[config.mk]
export PLATFORM = sky130hd
export DESIGN_NAME = y86_seq_controller_flat
export DESIGN_NICKNAME = d
export VERILOG_FILES = /design/src/rtl/y86_seq_controller_if.sv /design/src/rtl/y86_seq_controller.sv /design/src/flat_wrapper.sv
export SDC_FILE = /design/constraint.sdc
export NUM_CORES = 1
export LEC_CHECK = 0
export BUFFER_PORTS_ARGS = -buffer_cell sky130_fd_sc_hd__buf_4
export CORE_MARGIN = 5
export CORE_UTILIZATION = 46
export CTS_CLUSTER_SIZE = 12
export DETAILED_ROUTE_END_ITERATION = 7
export HOLD_SLACK_MARGIN = 0.03
export PLACE_DENSITY = 0.77
export SETUP_SLACK_MARGIN = 0.4
export SYNTH_ARGS = -nofsm -noshare
export SYNTH_HDL_FRONTEND = slang
export SYNTH_SLANG_ARGS = --single-unit
[constraint.sdc]
create_clock -name clock -period 4.45 [get_ports clock]
set_input_delay 0.89 -clock clock [delete_from_list [all_inputs] [get_ports clock]]
set_output_delay 0.89 -clock clock [all_outputs]
set_load 0.01 [all_outputs]
[src/rtl/y86_seq_controller_if.sv]
// Bus between the Y86 sequential stage controller and the datapath.
// master: the controller side (drives PC, stage enables, strobes, status).
// slave:  the datapath / environment side.
// Optional macro CYCLE_CNT_EN adds the cycle_count signal.
interface y86_seq_controller_if #(
  parameter int CNT_W = 32
);
  logic              start;
  logic              step;
  logic [3:0]        icode;
  logic              instr_valid;
  logic              imem_error;
  logic              cond;
  logic              dmem_ready;
  logic              dmem_error;
  logic [63:0]       pc_new;

  logic [63:0]       pc;
  logic              fetch_en;
  logic              decode_en;
  logic              execute_en;
  logic              memory_en;
  logic              writeback_en;
  logic              pcupd_en;
  logic              cc_we;
  logic              reg_we;
  logic              dmem_req;
  logic [2:0]        stat;
  logic              busy;
  logic [CNT_W-1:0]  instr_count;
`ifdef CYCLE_CNT_EN
  logic [CNT_W-1:0]  cycle_count;
`endif

  modport master (
    input  start, step, icode, instr_valid, imem_error, cond,
           dmem_ready, dmem_error, pc_new,
    output pc, fetch_en, decode_en, execute_en, memory_en, writeback_en,
           pcupd_en, cc_we, reg_we, dmem_req, stat, busy, instr_count
`ifdef CYCLE_CNT_EN
    , output cycle_count
`endif
  );

  modport slave (
    output start, step, icode, instr_valid, imem_error, cond,
           dmem_ready, dmem_error, pc_new,
    input  pc, fetch_en, decode_en, execute_en, memory_en, writeback_en,
           pcupd_en, cc_we, reg_we, dmem_req, stat, busy, instr_count
`ifdef CYCLE_CNT_EN
    , input cycle_count
`endif
  );
endinterface

[src/rtl/y86_seq_controller.sv]
// Stage sequencer for the sequential Y86 core. Walks each instruction
// through FETCH, DECODE, EXECUTE, (MEMORY), WRITEBACK and PCUPD, one stage
// per state, owns the architectural PC, the Y86 status code and the
// retired-instruction counter, and bounds data-memory waits with a timeout.
// Optional macro CYCLE_CNT_EN adds a busy-cycle counter (cycle_count).
module y86_seq_controller #(
  parameter logic [63:0] RESET_PC    = 64'h0,
  parameter int          MEM_TIMEOUT = 16,
  parameter int          CNT_W       = 32
) (
  input  logic                clock,
  input  logic                reset,
  y86_seq_controller_if.master bus
);

  // Timer must be able to hold MEM_TIMEOUT (it counts one past the last
  // MEMORY cycle on the exit edge before being cleared).
  localparam int               TMR_W    = $clog2(MEM_TIMEOUT + 1);
  localparam logic [TMR_W-1:0] TMR_LAST = TMR_W'(MEM_TIMEOUT - 1);

  localparam logic [2:0] STAT_AOK = 3'd1;
  localparam logic [2:0] STAT_HLT = 3'd2;
  localparam logic [2:0] STAT_ADR = 3'd3;
  localparam logic [2:0] STAT_INS = 3'd4;

  typedef enum logic [2:0] {
    S_IDLE,
    S_FETCH,
    S_DECODE,
    S_EXECUTE,
    S_MEMORY,
    S_WRITEBACK,
    S_PCUPD,
    S_HALTED
  } state_t;

  state_t            state;
  state_t            state_d;
  logic [3:0]        icode_q;
  logic [63:0]       pc_q;
  logic [2:0]        stat_q;
  logic [2:0]        stat_d;
  logic [CNT_W-1:0]  icnt_q;
  logic [TMR_W-1:0]  tmr_q;
  logic              retire;
  logic              mem_expired;

  logic              fetch_en;
  logic              decode_en;
  logic              execute_en;
  logic              memory_en;
  logic              writeback_en;
  logic              pcupd_en;
  logic              cc_we;
  logic              reg_we;
  logic              dmem_req;
  logic              busy;

  // Instructions that touch data memory: rmmovq, mrmovq, call, ret, pushq, popq.
  function automatic logic needs_memory(input logic [3:0] ic);
    return (ic == 4'h4) || (ic == 4'h5) || (ic == 4'h8) ||
           (ic == 4'h9) || (ic == 4'hA) || (ic == 4'hB);
  endfunction

  // Register-file writers; cmovXX (icode 2) writes only when its condition holds.
  function automatic logic writes_reg(input logic [3:0] ic, input logic c);
    logic w;
    case (ic)
      4'h2:                      w = c;
      4'h3, 4'h5, 4'h6, 4'h8,
      4'h9, 4'hA, 4'hB:          w = 1'b1;
      default:                   w = 1'b0;
    endcase
    return w;
  endfunction

  // Only OPq updates the condition codes.
  function automatic logic sets_cc(input logic [3:0] ic);
    return ic == 4'h6;
  endfunction

  assign mem_expired = (tmr_q == TMR_LAST);

  // Next-state, next-status and retire decision.
  always_comb begin
    state_d = state;
    stat_d  = stat_q;
    retire  = 1'b0;
    case (state)
      S_IDLE: begin
        if (bus.start) state_d = S_FETCH;
      end
      S_FETCH: begin
        // An address fault outranks an illegal-instruction fault.
        if (bus.imem_error) begin
          state_d = S_HALTED;
          stat_d  = STAT_ADR;
        end else if (!bus.instr_valid) begin
          state_d = S_HALTED;
          stat_d  = STAT_INS;
        end else begin
          state_d = S_DECODE;
        end
      end
      S_DECODE: begin
        state_d = S_EXECUTE;
      end
      S_EXECUTE: begin
        state_d = needs_memory(icode_q) ? S_MEMORY : S_WRITEBACK;
      end
      S_MEMORY: begin
        // A ready arriving on the final allowed cycle still completes.
        if (bus.dmem_ready) begin
          if (bus.dmem_error) begin
            state_d = S_HALTED;
            stat_d  = STAT_ADR;
          end else begin
            state_d = S_WRITEBACK;
          end
        end else if (mem_expired) begin
          state_d = S_HALTED;
          stat_d  = STAT_ADR;
        end
      end
      S_WRITEBACK: begin
        state_d = S_PCUPD;
      end
      S_PCUPD: begin
        // A halt instruction still retires: PC and count update before stopping.
        retire = 1'b1;
        if (icode_q == 4'h0) begin
          state_d = S_HALTED;
          stat_d  = STAT_HLT;
        end else if (bus.step) begin
          state_d = S_IDLE;
        end else begin
          state_d = S_FETCH;
        end
      end
      S_HALTED: begin
        state_d = S_HALTED;
      end
      default: begin
        state_d = S_IDLE;
      end
    endcase
  end

  // State register.
  always_ff @(posedge clock) begin
    if (reset) state <= S_IDLE;
    else       state <= state_d;
  end

  // Architectural PC, status and retired-instruction counter.
  always_ff @(posedge clock) begin
    if (reset) begin
      pc_q   <= RESET_PC;
      stat_q <= STAT_AOK;
      icnt_q <= '0;
    end else begin
      stat_q <= stat_d;
      if (retire) begin
        pc_q   <= bus.pc_new;
        icnt_q <= icnt_q + 1'b1;
      end
    end
  end

  // Memory-wait timer: zero outside MEMORY, so every MEMORY visit starts at 0.
  always_ff @(posedge clock) begin
    if (reset)                 tmr_q <= '0;
    else if (state == S_MEMORY) tmr_q <= tmr_q + 1'b1;
    else                       tmr_q <= '0;
  end

  // Capture the instruction code while it is valid in FETCH.
  always_ff @(posedge clock) begin
    if (state == S_FETCH) icode_q <= bus.icode;
  end

  // Stage enables and strobes decoded from the registered state.
  always_comb begin
    fetch_en     = 1'b0;
    decode_en    = 1'b0;
    execute_en   = 1'b0;
    memory_en    = 1'b0;
    writeback_en = 1'b0;
    pcupd_en     = 1'b0;
    cc_we        = 1'b0;
    reg_we       = 1'b0;
    dmem_req     = 1'b0;
    busy         = 1'b1;
    case (state)
      S_IDLE:      busy = 1'b0;
      S_FETCH:     fetch_en = 1'b1;
      S_DECODE:    decode_en = 1'b1;
      S_EXECUTE: begin
        execute_en = 1'b1;
        cc_we      = sets_cc(icode_q);
      end
      S_MEMORY: begin
        memory_en = 1'b1;
        dmem_req  = 1'b1;
      end
      S_WRITEBACK: begin
        writeback_en = 1'b1;
        reg_we       = writes_reg(icode_q, bus.cond);
      end
      S_PCUPD:     pcupd_en = 1'b1;
      S_HALTED:    busy = 1'b0;
      default:     busy = 1'b0;
    endcase
  end

`ifdef CYCLE_CNT_EN
  logic [CNT_W-1:0] cyc_q;

  // Busy-cycle counter; frozen in IDLE and HALTED.
  always_ff @(posedge clock) begin
    if (reset)     cyc_q <= '0;
    else if (busy) cyc_q <= cyc_q + 1'b1;
  end

  assign bus.cycle_count = cyc_q;
`endif

  assign bus.pc           = pc_q;
  assign bus.stat         = stat_q;
  assign bus.instr_count  = icnt_q;
  assign bus.fetch_en     = fetch_en;
  assign bus.decode_en    = decode_en;
  assign bus.execute_en   = execute_en;
  assign bus.memory_en    = memory_en;
  assign bus.writeback_en = writeback_en;
  assign bus.pcupd_en     = pcupd_en;
  assign bus.cc_we        = cc_we;
  assign bus.reg_we       = reg_we;
  assign bus.dmem_req     = dmem_req;
  assign bus.busy         = busy;

endmodule

[src/flat_wrapper.sv]
// flat-port wrapper written by rule: the top's interface ports become plain ports
module y86_seq_controller_flat 
#(
  parameter logic [63:0] RESET_PC    = 64'h0,
  parameter int          MEM_TIMEOUT = 16,
  parameter int          CNT_W       = 32
)
  (clock, reset, bus_start, bus_step, bus_icode, bus_instr_valid, bus_imem_error, bus_cond, bus_dmem_ready, bus_dmem_error, bus_pc_new, bus_pc, bus_fetch_en, bus_decode_en, bus_execute_en, bus_memory_en, bus_writeback_en, bus_pcupd_en, bus_cc_we, bus_reg_we, bus_dmem_req, bus_stat, bus_busy, bus_instr_count);
  y86_seq_controller_if #(.CNT_W(CNT_W)) bus_i ();
  input  logic clock;
  input  logic reset;
  input wire logic [$bits(bus_i.start)-1:0] bus_start;
  input wire logic [$bits(bus_i.step)-1:0] bus_step;
  input wire logic [$bits(bus_i.icode)-1:0] bus_icode;
  input wire logic [$bits(bus_i.instr_valid)-1:0] bus_instr_valid;
  input wire logic [$bits(bus_i.imem_error)-1:0] bus_imem_error;
  input wire logic [$bits(bus_i.cond)-1:0] bus_cond;
  input wire logic [$bits(bus_i.dmem_ready)-1:0] bus_dmem_ready;
  input wire logic [$bits(bus_i.dmem_error)-1:0] bus_dmem_error;
  input wire logic [$bits(bus_i.pc_new)-1:0] bus_pc_new;
  output wire logic [$bits(bus_i.pc)-1:0] bus_pc;
  output wire logic [$bits(bus_i.fetch_en)-1:0] bus_fetch_en;
  output wire logic [$bits(bus_i.decode_en)-1:0] bus_decode_en;
  output wire logic [$bits(bus_i.execute_en)-1:0] bus_execute_en;
  output wire logic [$bits(bus_i.memory_en)-1:0] bus_memory_en;
  output wire logic [$bits(bus_i.writeback_en)-1:0] bus_writeback_en;
  output wire logic [$bits(bus_i.pcupd_en)-1:0] bus_pcupd_en;
  output wire logic [$bits(bus_i.cc_we)-1:0] bus_cc_we;
  output wire logic [$bits(bus_i.reg_we)-1:0] bus_reg_we;
  output wire logic [$bits(bus_i.dmem_req)-1:0] bus_dmem_req;
  output wire logic [$bits(bus_i.stat)-1:0] bus_stat;
  output wire logic [$bits(bus_i.busy)-1:0] bus_busy;
  output wire logic [$bits(bus_i.instr_count)-1:0] bus_instr_count;
  assign bus_i.start = bus_start;
  assign bus_i.step = bus_step;
  assign bus_i.icode = bus_icode;
  assign bus_i.instr_valid = bus_instr_valid;
  assign bus_i.imem_error = bus_imem_error;
  assign bus_i.cond = bus_cond;
  assign bus_i.dmem_ready = bus_dmem_ready;
  assign bus_i.dmem_error = bus_dmem_error;
  assign bus_i.pc_new = bus_pc_new;
  assign bus_pc = bus_i.pc;
  assign bus_fetch_en = bus_i.fetch_en;
  assign bus_decode_en = bus_i.decode_en;
  assign bus_execute_en = bus_i.execute_en;
  assign bus_memory_en = bus_i.memory_en;
  assign bus_writeback_en = bus_i.writeback_en;
  assign bus_pcupd_en = bus_i.pcupd_en;
  assign bus_cc_we = bus_i.cc_we;
  assign bus_reg_we = bus_i.reg_we;
  assign bus_dmem_req = bus_i.dmem_req;
  assign bus_stat = bus_i.stat;
  assign bus_busy = bus_i.busy;
  assign bus_instr_count = bus_i.instr_count;
  y86_seq_controller #(.RESET_PC(RESET_PC), .MEM_TIMEOUT(MEM_TIMEOUT), .CNT_W(CNT_W)) u_core (.clock(clock), .reset(reset), .bus(bus_i));
endmodule
==> flow_summary.ini, run 1 <==
[setup_path]
cp_max_fo = 66
crit_arrival_ps = 1970
worstPathCellList = nor2b_1 -> nand2_2 -> buf_4 -> inv_2 -> buf_4
cp_common_cell = buf_4
cpMaxStageDelayCell = dfxtp_1
critical-path-max-stage-delay_ps = 560
worstSetupPathType = reg -> out
end_kind = output port
worstSetupStartpointType = flop
cp.required_ps = 3560

[route]
routed_wl_mm = 11.94
antenna_left = 0
drc_errors = 0
dr_total_vias = 4267
wl_per_cell_um = 14.10
first_pass_iters = 4
viasPerCell = 5.038
drt_first_iter_violations = 260

[synthesis]
synthFlopType = dfxtp_1
synthTopCellsByArea = dfxtp_1 (48%), nand2_1 (12%), a21oi_1 (9.4%)
synth_area_leader_cell = dfxtp_1
async_reset_ff_share_pct = 0
synth_seq_cells = 111
yosysMostFrequentCell = nand2_1
synth_common_cells = nand2_1 (148), dfxtp_1 (107), a21oi_1 (84)
syn_inst = 547
synth_edf_count = 4
ys_warn_count = 0
synth.lib_cells_used.distinct = 37
yosysSeqAreaShare_pct = 50.57
synth_top_area_share_pct = 47.89
synth_nets = 627
netlist_area_um2 = 4473
synth.avg_cell_area_um2 = 8.177

[cells_and_area]
area_growth_pct = 35.72
fillers = 888
seqCellArea_um2 = 2262
nets = 789
drive_gt1_share_pct = 29.97
multi_input_area_um2 = 2028
n_antenna_cell = 0

[global_route]
grt_first_pass_wirelength_mm = 18.38
grt_max_degree = 111
grt_antenna_before_repair = 0
grt_usage_pct = 19.23
overflow = 0
grt_pass1_vias = 3906

[cts]
cts-root-buf = clkbuf_8
h-tree-depth = 3
cts_setup_buffers = 0
holdBufCountCts = 0
cts_tree = done
clkTransAtPathRegs_ps = 100
cts_resized = 0
cts_sinks = 111
cts_buffer_depth = 2
insertion_delay_ps = 360
cts_made_buffers = 9

[sta]
max_slew_margin_pct = 26.44
slew_viol_final = 0
rsz0062_at_grt = no
tns_ps = 0
setup_violations = 0
tightest_slew_ps = 1103
max_clock_freq_ghz = 0.3497
min_period_over_period_pct = 64.25
fin_ws_ps = 1591
fin_skew_ps = 13.51
finalCriticalPeriod_ps = 2859
whs_ps = 458.6
hold_viol = 0

[placement]
io_buffers = 185
place_hpwl_mm = 8.484
place_congestion = 0.8122
place_ws_ps = 1745

[die]
dieHeight_um = 108.6
coreArea_um2 = 9639
die_w_um = 108.6
core.rowCount = 36
initial_core_util_pct = 46.40
boundaryPins = 186
die_area_um2 = 11800

[worst_hold_path]
holdCritPathClass = reg -> reg

[pwr]
ir_worst_vdd_uv = 347.5
power_mw = 2.117
power_density_nw_per_um2 = 348.7
cellLeakagePower_nw = 2.478

[run_status]
status = completed

[run]
drv_cap = 0
[worst max-delay path: cells and delay by family (launching register included)]
| kind | cells | cell delay (ps) |
|---|---|---|
| DFF | 1 | 560 |
| and+or+nand+nor | 2 | 240 |
| buffers and inverters | 3 | 770 |
[cells in the final DEF (no fill, tap or decap)]
cell type | Yosys | final
edfxtp_1 | 4 | 4
mux2i_1 | 1 | 1
buf_4 | 1 | 187
nand4b_2 | 1 | 1
o21ai_0 | 9 | 9
o41ai_1 | 1 | 1
inv_6 | 0 | 1
and2_1 | 2 | 2
nor2b_1 | 13 | 13
nand3_1 | 11 | 11
nor3_1 | 5 | 5
clkinv_4 | 0 | 3
nor3b_1 | 6 | 6
inv_4 | 0 | 1
a21oi_1 | 84 | 84
a31oi_1 | 3 | 3
dfxtp_1 | 107 | 107
nand4_1 | 7 | 7
or3_1 | 8 | 8
ha_1 | 3 | 3
o31ai_1 | 7 | 7
or4_1 | 11 | 11
o221a_2 | 1 | 1
nand2_1 | 148 | 147
inv_1 | 9 | 9
a211oi_1 | 1 | 1
inv_2 | 0 | 1
clkbuf_8 | 0 | 9
mux2_2 | 9 | 9
xnor2_1 | 6 | 6
nor2_1 | 28 | 28
and3_1 | 5 | 5
and4_1 | 4 | 4
and4b_1 | 1 | 1
nand2_2 | 0 | 1
nor4_1 | 8 | 8
o211a_1 | 1 | 1
xor2_1 | 6 | 6
clkbuf_1 | 31 | 2
[logic make-up after synthesis]
family	Yosys count	synth area share, %
AND/OR/NAND/NOR	258	26.77
flip-flops	111	50.57
AO/OA/AOI/OAI	107	12.84
buffers and inverters	46	4.140
XOR/XNOR	12	2.350
multiplexers	10	2.490
adder cells (fa/ha/maj)	3	0.8393
[per-stage QoR]
stage,utilization (%),instances,instance area [um2]
after floorplan,-,547,4473
after global placement,61.19,831,5898
after detailed placement,61.19,831,5898
after CTS,62.98,847,6071
after global routing,62.98,847,6071
final,62.98,847,6071
[path summary, 6_finish.rpt]
check | from | endpoint | slack [ps] | depth (start not counted)
max | u_core.state[0] | bus_pcupd_en | 1590 | 5
min | u_core.tmr_q[0] | u_core.tmr_q[0] | 460 | 1
max reg2reg | u_core.state[2] | u_core.bus.stat[0] | 1690 | 8
min reg2reg | u_core.tmr_q[0] | u_core.tmr_q[0] | 460 | 1
[area by class of cell]
| type | instances | area share, % |
|---|---|---|
| flip-flops and latches | 111 | 37.26 |
| repair buffers | 187 | 23.12 |
| well taps | 133 | 2.741 |
| inverters | 10 | 0.6183 |
| clock inverters | 5 | 0.6801 |
| clock buffers | 11 | 2.164 |
| multi-input cells | 390 | 33.41 |
[per-layer routing]
layer / vias to the layer above / share of wire [%] / track usage [%]
li1: 2186 / - / -
met1: 1939 / 42 / 23.96
met2: 131 / 47 / 31.69
met3: 11 / 8.8 / 5.861
met4: 0 / 1.6 / 6.583
met5: - / 0 / 0
[flip-flops by register name, indices dropped and copies added (netlist names)]
register                cells
u_core.bus.pc              64
u_core.bus.instr_count     32
u_core.tmr_q                5
u_core.icode_q              4
u_core.bus.stat             3
u_core.state                3
[power breakdown]
| part | internal, mW | switching, mW |
|---|---|---|
| Clock | 0.210 | 0.338 |
| Combinational | 0.206 | 0.214 |
| Sequential | 1.07 | 0.0779 |
No activity file was read; power rests on OpenSTA's default activity.
==> inputs of run 2 (changes only) <==
- ABC_AREA: default -> 1
- PLACE_DENSITY: 0.77 -> 0.76
- clock period: 4.45 -> 2.9 ns (I/O delays scaled with it)
==> run 2 against run 1 <==
  * Non-clock buffer count increased by 2
  * Largest power group unchanged
  * Hold slack got worse by 68 ps
  * Register-to-register slack got worse by 750 ps
  * Global-route usage increased by 2.3 points
  * Largest cell class unchanged
  * Wire length increased by 13%
  * First-iteration DRC count decreased by 1.2%
  * Core utilization increased by 1.5 points
  * Clock power increased by 90%
==> flow_summary.ini, run 2 <==
[synthesis]
synth-adder-area-share_pct = 0.8084
synth_area_leader_cell = dfxtp_1
synth_nets = 732
synth_xor_area_share_pct = 0.7545
synth_edf_count = 4
synth_top_family_by_area = simple AND/OR/NAND/NOR gates
synth_compound_area_share_pct = 11.18
netlist_area_um2 = 4643
synth_seq_cells = 111
synthMuxAreaShare_pct = 0
synth.lib_cells_used.distinct = 32
synthTopCellsByArea = dfxtp_1 (46%), nand2_1 (18%), a21oi_1 (8.9%)
synthFlopType = dfxtp_1
synth_top_area_share_pct = 46.13
async_reset_ff_share_pct = 0
yosys.area_share.simple_pct = 31.77
syn_inst = 652
ys_warn_count = 0
yosysSeqAreaShare_pct = 48.72
yosysMostFrequentCell = nand2_1
synth_common_cells = nand2_1 (217), dfxtp_1 (107), a21oi_1 (83)
synth.avg_cell_area_um2 = 7.121

[cts]
cts_sinks = 111
cts_made_buffers = 9
holdBufCountCts = 0
cts_setup_buffers = 0
cts-root-buf = clkbuf_8
cts_tree = done
clkTransAtPathRegs_ps = 100
h-tree-depth = 3
insertion_delay_ps = 370
cts_resized = 0
cts_buffer_depth = 2

[setup_path]
worstSetupStartpointType = flop
ff2ff_path_depth = 7
rr_startpoint = u_core.state[1]
end_kind = output port
rrSetupSlack_ps = 940
worstSetupPathType = reg -> out
cp.required_ps = 2320
cp_max_fo = 38
crit_arrival_ps = 1650
r2r_end = u_core.bus.instr_count[27]

[cells_and_area]
n_antenna_cell = 0
drive_gt1_share_pct = 25.81
final_util_pct = 64.45
nets = 904
final_cell_mix = nand2_1 (217), buf_4 (189), dfxtp_1 (107), a21oi_1 (83), nor2_1 (82)
mostFrequentLayoutCell = nand2_1
final_cells = 962
area_growth_pct = 36.30
largest_reg_flops = 64

[route]
top_layer_used = met4
drc_errors = 0
viasPerCell = 4.881
wl_met3_mm = 1.229
antenna_left = 0
first_pass_iters = 4
wl_met2_mm = 6.440
wl_per_cell_um = 14.00
routed_wl_mm = 13.47
met1_length_mm = 5.595
drt_first_iter_violations = 257
dr_total_vias = 4696

[die]
initial_core_util_pct = 47.29
core.rowCount = 36
dieHeight_um = 110.5
coreArea_um2 = 9819
boundaryPins = 186
die_area_um2 = 12200
die_w_um = 110.5

[sta]
setup_violations = 0
max_slew_margin_pct = 44.48
min_period_over_period_pct = 77.03
max_clock_freq_ghz = 0.4477
whs_ps = 390.6
rsz0062_at_grt = no
finalCriticalPeriod_ps = 2234
tightest_slew_ps = 832.8
tns_ps = 0
fin_skew_ps = 11.57
slew_viol_final = 0
hold_viol = 0

[global_route]
grt_first_pass_wirelength_mm = 22.14
grt_pass1_vias = 4651
grt_max_degree = 81
overflow = 0
grt_usage_pct = 21.53
grt_antenna_before_repair = 0

[worst_hold_path]
holdCritPathClass = in -> reg
min_to = u_core.icode_q[1]
min-delay-start = bus_icode[1]
hold_depth = 1

[pwr]
p_sw_mw = 0.9611
pwr-share-comb_pct = 18.4
ir_worst_vdd_uv = 373.4
swShare_pct = 28.57
power_density_nw_per_um2 = 531.5
cellLeakagePower_nw = 2.734
p_clk_share_pct = 31.0
p_int_mw = 2.402
power_mw = 3.364
p_seq_share_pct = 50.5

[placement]
io_buffers = 185
post-place-cells = 946
place_congestion = 0.8627
place_hpwl_mm = 10.22

[run]
drv_cap = 0

[run_status]
status = completed
-- run 2: power by group through the flow --
stage	registers, mW	clock network, mW	logic, mW
after floorplan	1.73	0	0.340
after global placement	1.73	0	0.614
after detailed placement	1.73	0	0.626
after CTS	1.70	1.06	0.627
after global routing	1.71	1.12	0.700
final	1.70	1.04	0.620
-- run 2: stage by stage --
stage	worst slack [ps]	cell area [um2]
after floorplan	1177	4643
after global placement	1010	6102
after detailed placement	935.1	6102
after CTS	641.5	6329
after global routing	514.5	6329
final	666.1	6329
-- run 2: worst max-delay path by stage --
stage                     from                         end  cells past startpoint
6_report       u_core.state[1]                bus_pcupd_en                      3
5_1_grt        u_core.state[1]                bus_pcupd_en                      3
4_1_cts        u_core.state[1]                bus_pcupd_en                      3
3_5_place_dp   u_core.state[1]  u_core.bus.instr_count[17]                      7
3_3_place_gp   u_core.state[1]          u_core.bus.stat[0]                      8
2_1_floorplan  u_core.state[1]                  bus_reg_we                      6
-- run 2: critical path, cell delays in order (launching register included) --
cell and delay (ps):
dfxtp_1 530, nand3_4 430, inv_2 180, buf_4 150
-- run 2: cell families (layout without fill, tap and decap cells) --
kind of cell | after synthesis | in the layout
AND/OR/NAND/NOR | 357 | 357
flip-flops | 111 | 111
AO/OA/AOI/OAI | 99 | 99
buffers and inverters | 78 | 255
XOR/XNOR | 4 | 4
adder cells (fa/ha/maj) | 3 | 3
-- run 2: layout make-up --
type | instances | area (um2)
well taps | 133 | 166.4
flip-flops and latches | 111 | 2262
multi-input cells | 463 | 2067
clock buffers | 9 | 123.9
clock inverters | 7 | 102.6
fillers | 884 | 3491
repair buffers | 189 | 1419
inverters | 50 | 187.7
-- run 2: metal layers --
metal / vias up / global-route usage [%]
met1: 2118 / 24.98
met5: - / 0
met4: 0 / 6.568
li1: 2415 / -
met3: 13 / 7.768
met2: 150 / 37.06
==> inputs of run 3 (changes only) <==
- ABC_AREA: 1 -> 0
- CORE_UTILIZATION: 46 -> 43
- clock period: 2.9 -> 2 ns (I/O delays scaled with it)
==> run 3 against run 2 <==
  * Via count up 0.17%
  * Largest power group unchanged
  * Register-to-register slack worse by 900 ps
  * Non-clock buffer count up 61
  * Cell count down 5.1%
  * Sequential power up 48%
  * Clock skew up 1.4 ps
  * Clock power up 21%
  * Highest routed layer unchanged
  * Critical path depth up 2
  * Critical endpoint is now u_core.bus.instr_count[23]
==> flow_summary.ini, run 3 (synthesis gave the netlist of run 1 again) <==
[setup_path]
worstSetupStartpointType = flop
worstPathCellList = nand4b_4 -> or4_4 -> buf_12 -> nor4_4 -> mux2_2
worstSetupPathType = reg -> reg
rr_startpoint = u_core.state[0]
critical-path-max-stage-delay_ps = 510
cp_max_fo = 10
cp_top_family = simple AND/OR/NAND/NOR gates
crit_buf_inv = 1
end_kind = flop
ff2ff_path_depth = 5
cpMaxStageDelayCell = or4_4
rrSetupSlack_ps = 40
crit_arrival_ps = 2210
cp.required_ps = 2250
r2r_end = u_core.bus.instr_count[23]

[sta]
rsz0062_at_grt = yes
finalCriticalPeriod_ps = 1959
setup_violations = 0
slew_viol_final = 0
tightest_slew_ps = 463.5
max_clock_freq_ghz = 0.5103
whs_ps = 213.1
max_slew_margin_pct = 69.02
hold_viol = 0
min_period_over_period_pct = 97.97
fin_skew_ps = 13.00

[die]
boundaryPins = 186
dieHeight_um = 112.0
die_area_um2 = 12540
initial_core_util_pct = 43.72
core.rowCount = 37
coreArea_um2 = 10230
die_w_um = 112.0

[global_route]
grt_pass1_vias = 4479
grt_max_degree = 44
grt_antenna_before_repair = 0
overflow = 0
use_met3_pct = 6.304
use_met1_pct = 23.42
grt_use_met2_pct = 35.93
grt_usage_pct = 20.20
grt_first_pass_wirelength_mm = 21.20
grt-busiest-layer = met2

[cts]
cts_tree = done
cts_sinks = 111
insertion_delay_ps = 360
cts-root-buf = clkbuf_8
cts_buffer_depth = 2
cts_made_buffers = 9
h-tree-depth = 3
clkTransAtPathRegs_ps = 110

[run_status]
status = completed

[placement]
post-place-cells = 854
io_buffers = 185
place_congestion = 0.7939
place_hpwl_mm = 9.427

[route]
first_pass_iters = 4
viasPerCell = 5.152
drt_first_iter_violations = 248
antenna_left = 0
drc_errors = 0
wl_per_cell_um = 15.64
routed_wl_mm = 14.28
dr_total_vias = 4704

[cells_and_area]
largest_reg_flops = 64
drive_gt1_share_pct = 44.14
final_cell_mix = buf_4 (221), nand2_1 (145), dfxtp_1 (91), a21oi_1 (77), nor2_1 (27)
nets = 852
final_cells = 913
area_growth_pct = 59.52
mostFrequentLayoutCell = buf_4
n_antenna_cell = 0

[worst_hold_path]
min_to = u_core.icode_q[0]
hold_depth = 1
holdCritPathClass = in -> reg
min-delay-start = bus_icode[0]

[run]
drv_cap = 0

[pwr]
ir_worst_vdd_uv = 400.4
power_density_nw_per_um2 = 779.9
cellLeakagePower_nw = 3.041
## run 3: changes by cell type in the layout (fill, tap and decap cells not counted), moves of 9 or more
cell     previous run  this run
buf_4             189       221
buf_6               0        23
dfxtp_1           107        91
dfxtp_2             0        11
inv_1              48         8
nand2_1           217       145
nand3_1            30         9
nor2_1             82        27
nor2b_1             0         9
## run 3: metrics by stage
step	util [%]	cell area (um2)	worst slack (ps)	TNS [ps]	total power, mW
after global routing	69.74	7136	-23.67	-32.64	5.832
after CTS	66.01	6754	44.53	0	5.260
after global placement	60.54	6193	64.59	0	3.642
after floorplan	-	4629	121.0	0	3.136
final	69.74	7136	40.53	0	5.565
after detailed placement	60.54	6193	-15.61	-34.77	3.667
## run 3: worst reg2reg max path, stage by stage (launching register included)
cell,delay [ps]
dfxtp_2,340
nand4b_4,200
or4_4,510
buf_12,170
nor4_4,270
mux2_2,370
## run 3: worst max-delay path by stage
stage / startpoint / endpoint / slack (ps) / depth (start not counted)
2_1_floorplan: u_core.bus.instr_count[3] / u_core.bus.instr_count[25] / 120 / 5
3_3_place_gp: u_core.bus.instr_count[5] / u_core.bus.instr_count[23] / 60 / 5
3_5_place_dp: u_core.bus.instr_count[5] / u_core.bus.instr_count[23] / -20 / 5
4_1_cts: u_core.bus.instr_count[3] / u_core.bus.instr_count[17] / 40 / 5
5_1_grt: u_core.bus.instr_count[4] / u_core.bus.instr_count[23] / -20 / 5
6_report: u_core.state[0] / u_core.bus.instr_count[23] / 40 / 5
## run 3: layer usage
layer,wire (um),part of all wire [%],vias to the layer above
met1,5436,38,2218
met3,1167,8.2,27
met2,7450,52,158
li1,-,-,2301
met5,0,0,-
met4,229,1.6,0
## run 3: what timing repair did
item / in CTS / in global routing
buffers inserted: 26 / 16
gates resized for setup: 45 / 53
setup endpoints to repair: 97 / 55
hold buffers: 0 / 0
pin swaps: 14 / 20
cloned: 0 / 1
## run 3: area by class of cell
| class | count | area, um2 |
|---|---|---|
| fill | 759 | 3095 |
| multi-input combinational | 390 | 2404 |
| sequential | 111 | 2295 |
| timing repair buffer | 250 | 2043 |
| tap | 136 | 170.2 |
| clock buffer | 10 | 127.6 |
| clock inverter | 6 | 51.30 |
| inverter | 10 | 45.04 |
## run 3: power breakdown
part | leakage (nW) | internal [mW] | switching [mW]
Sequential | 0.910 | 2.39 | 0.124
Clock | 0.0936 | 0.478 | 0.781
Combinational | 2.04 | 0.973 | 0.822
Total | 3.04 | 3.84 | 1.73
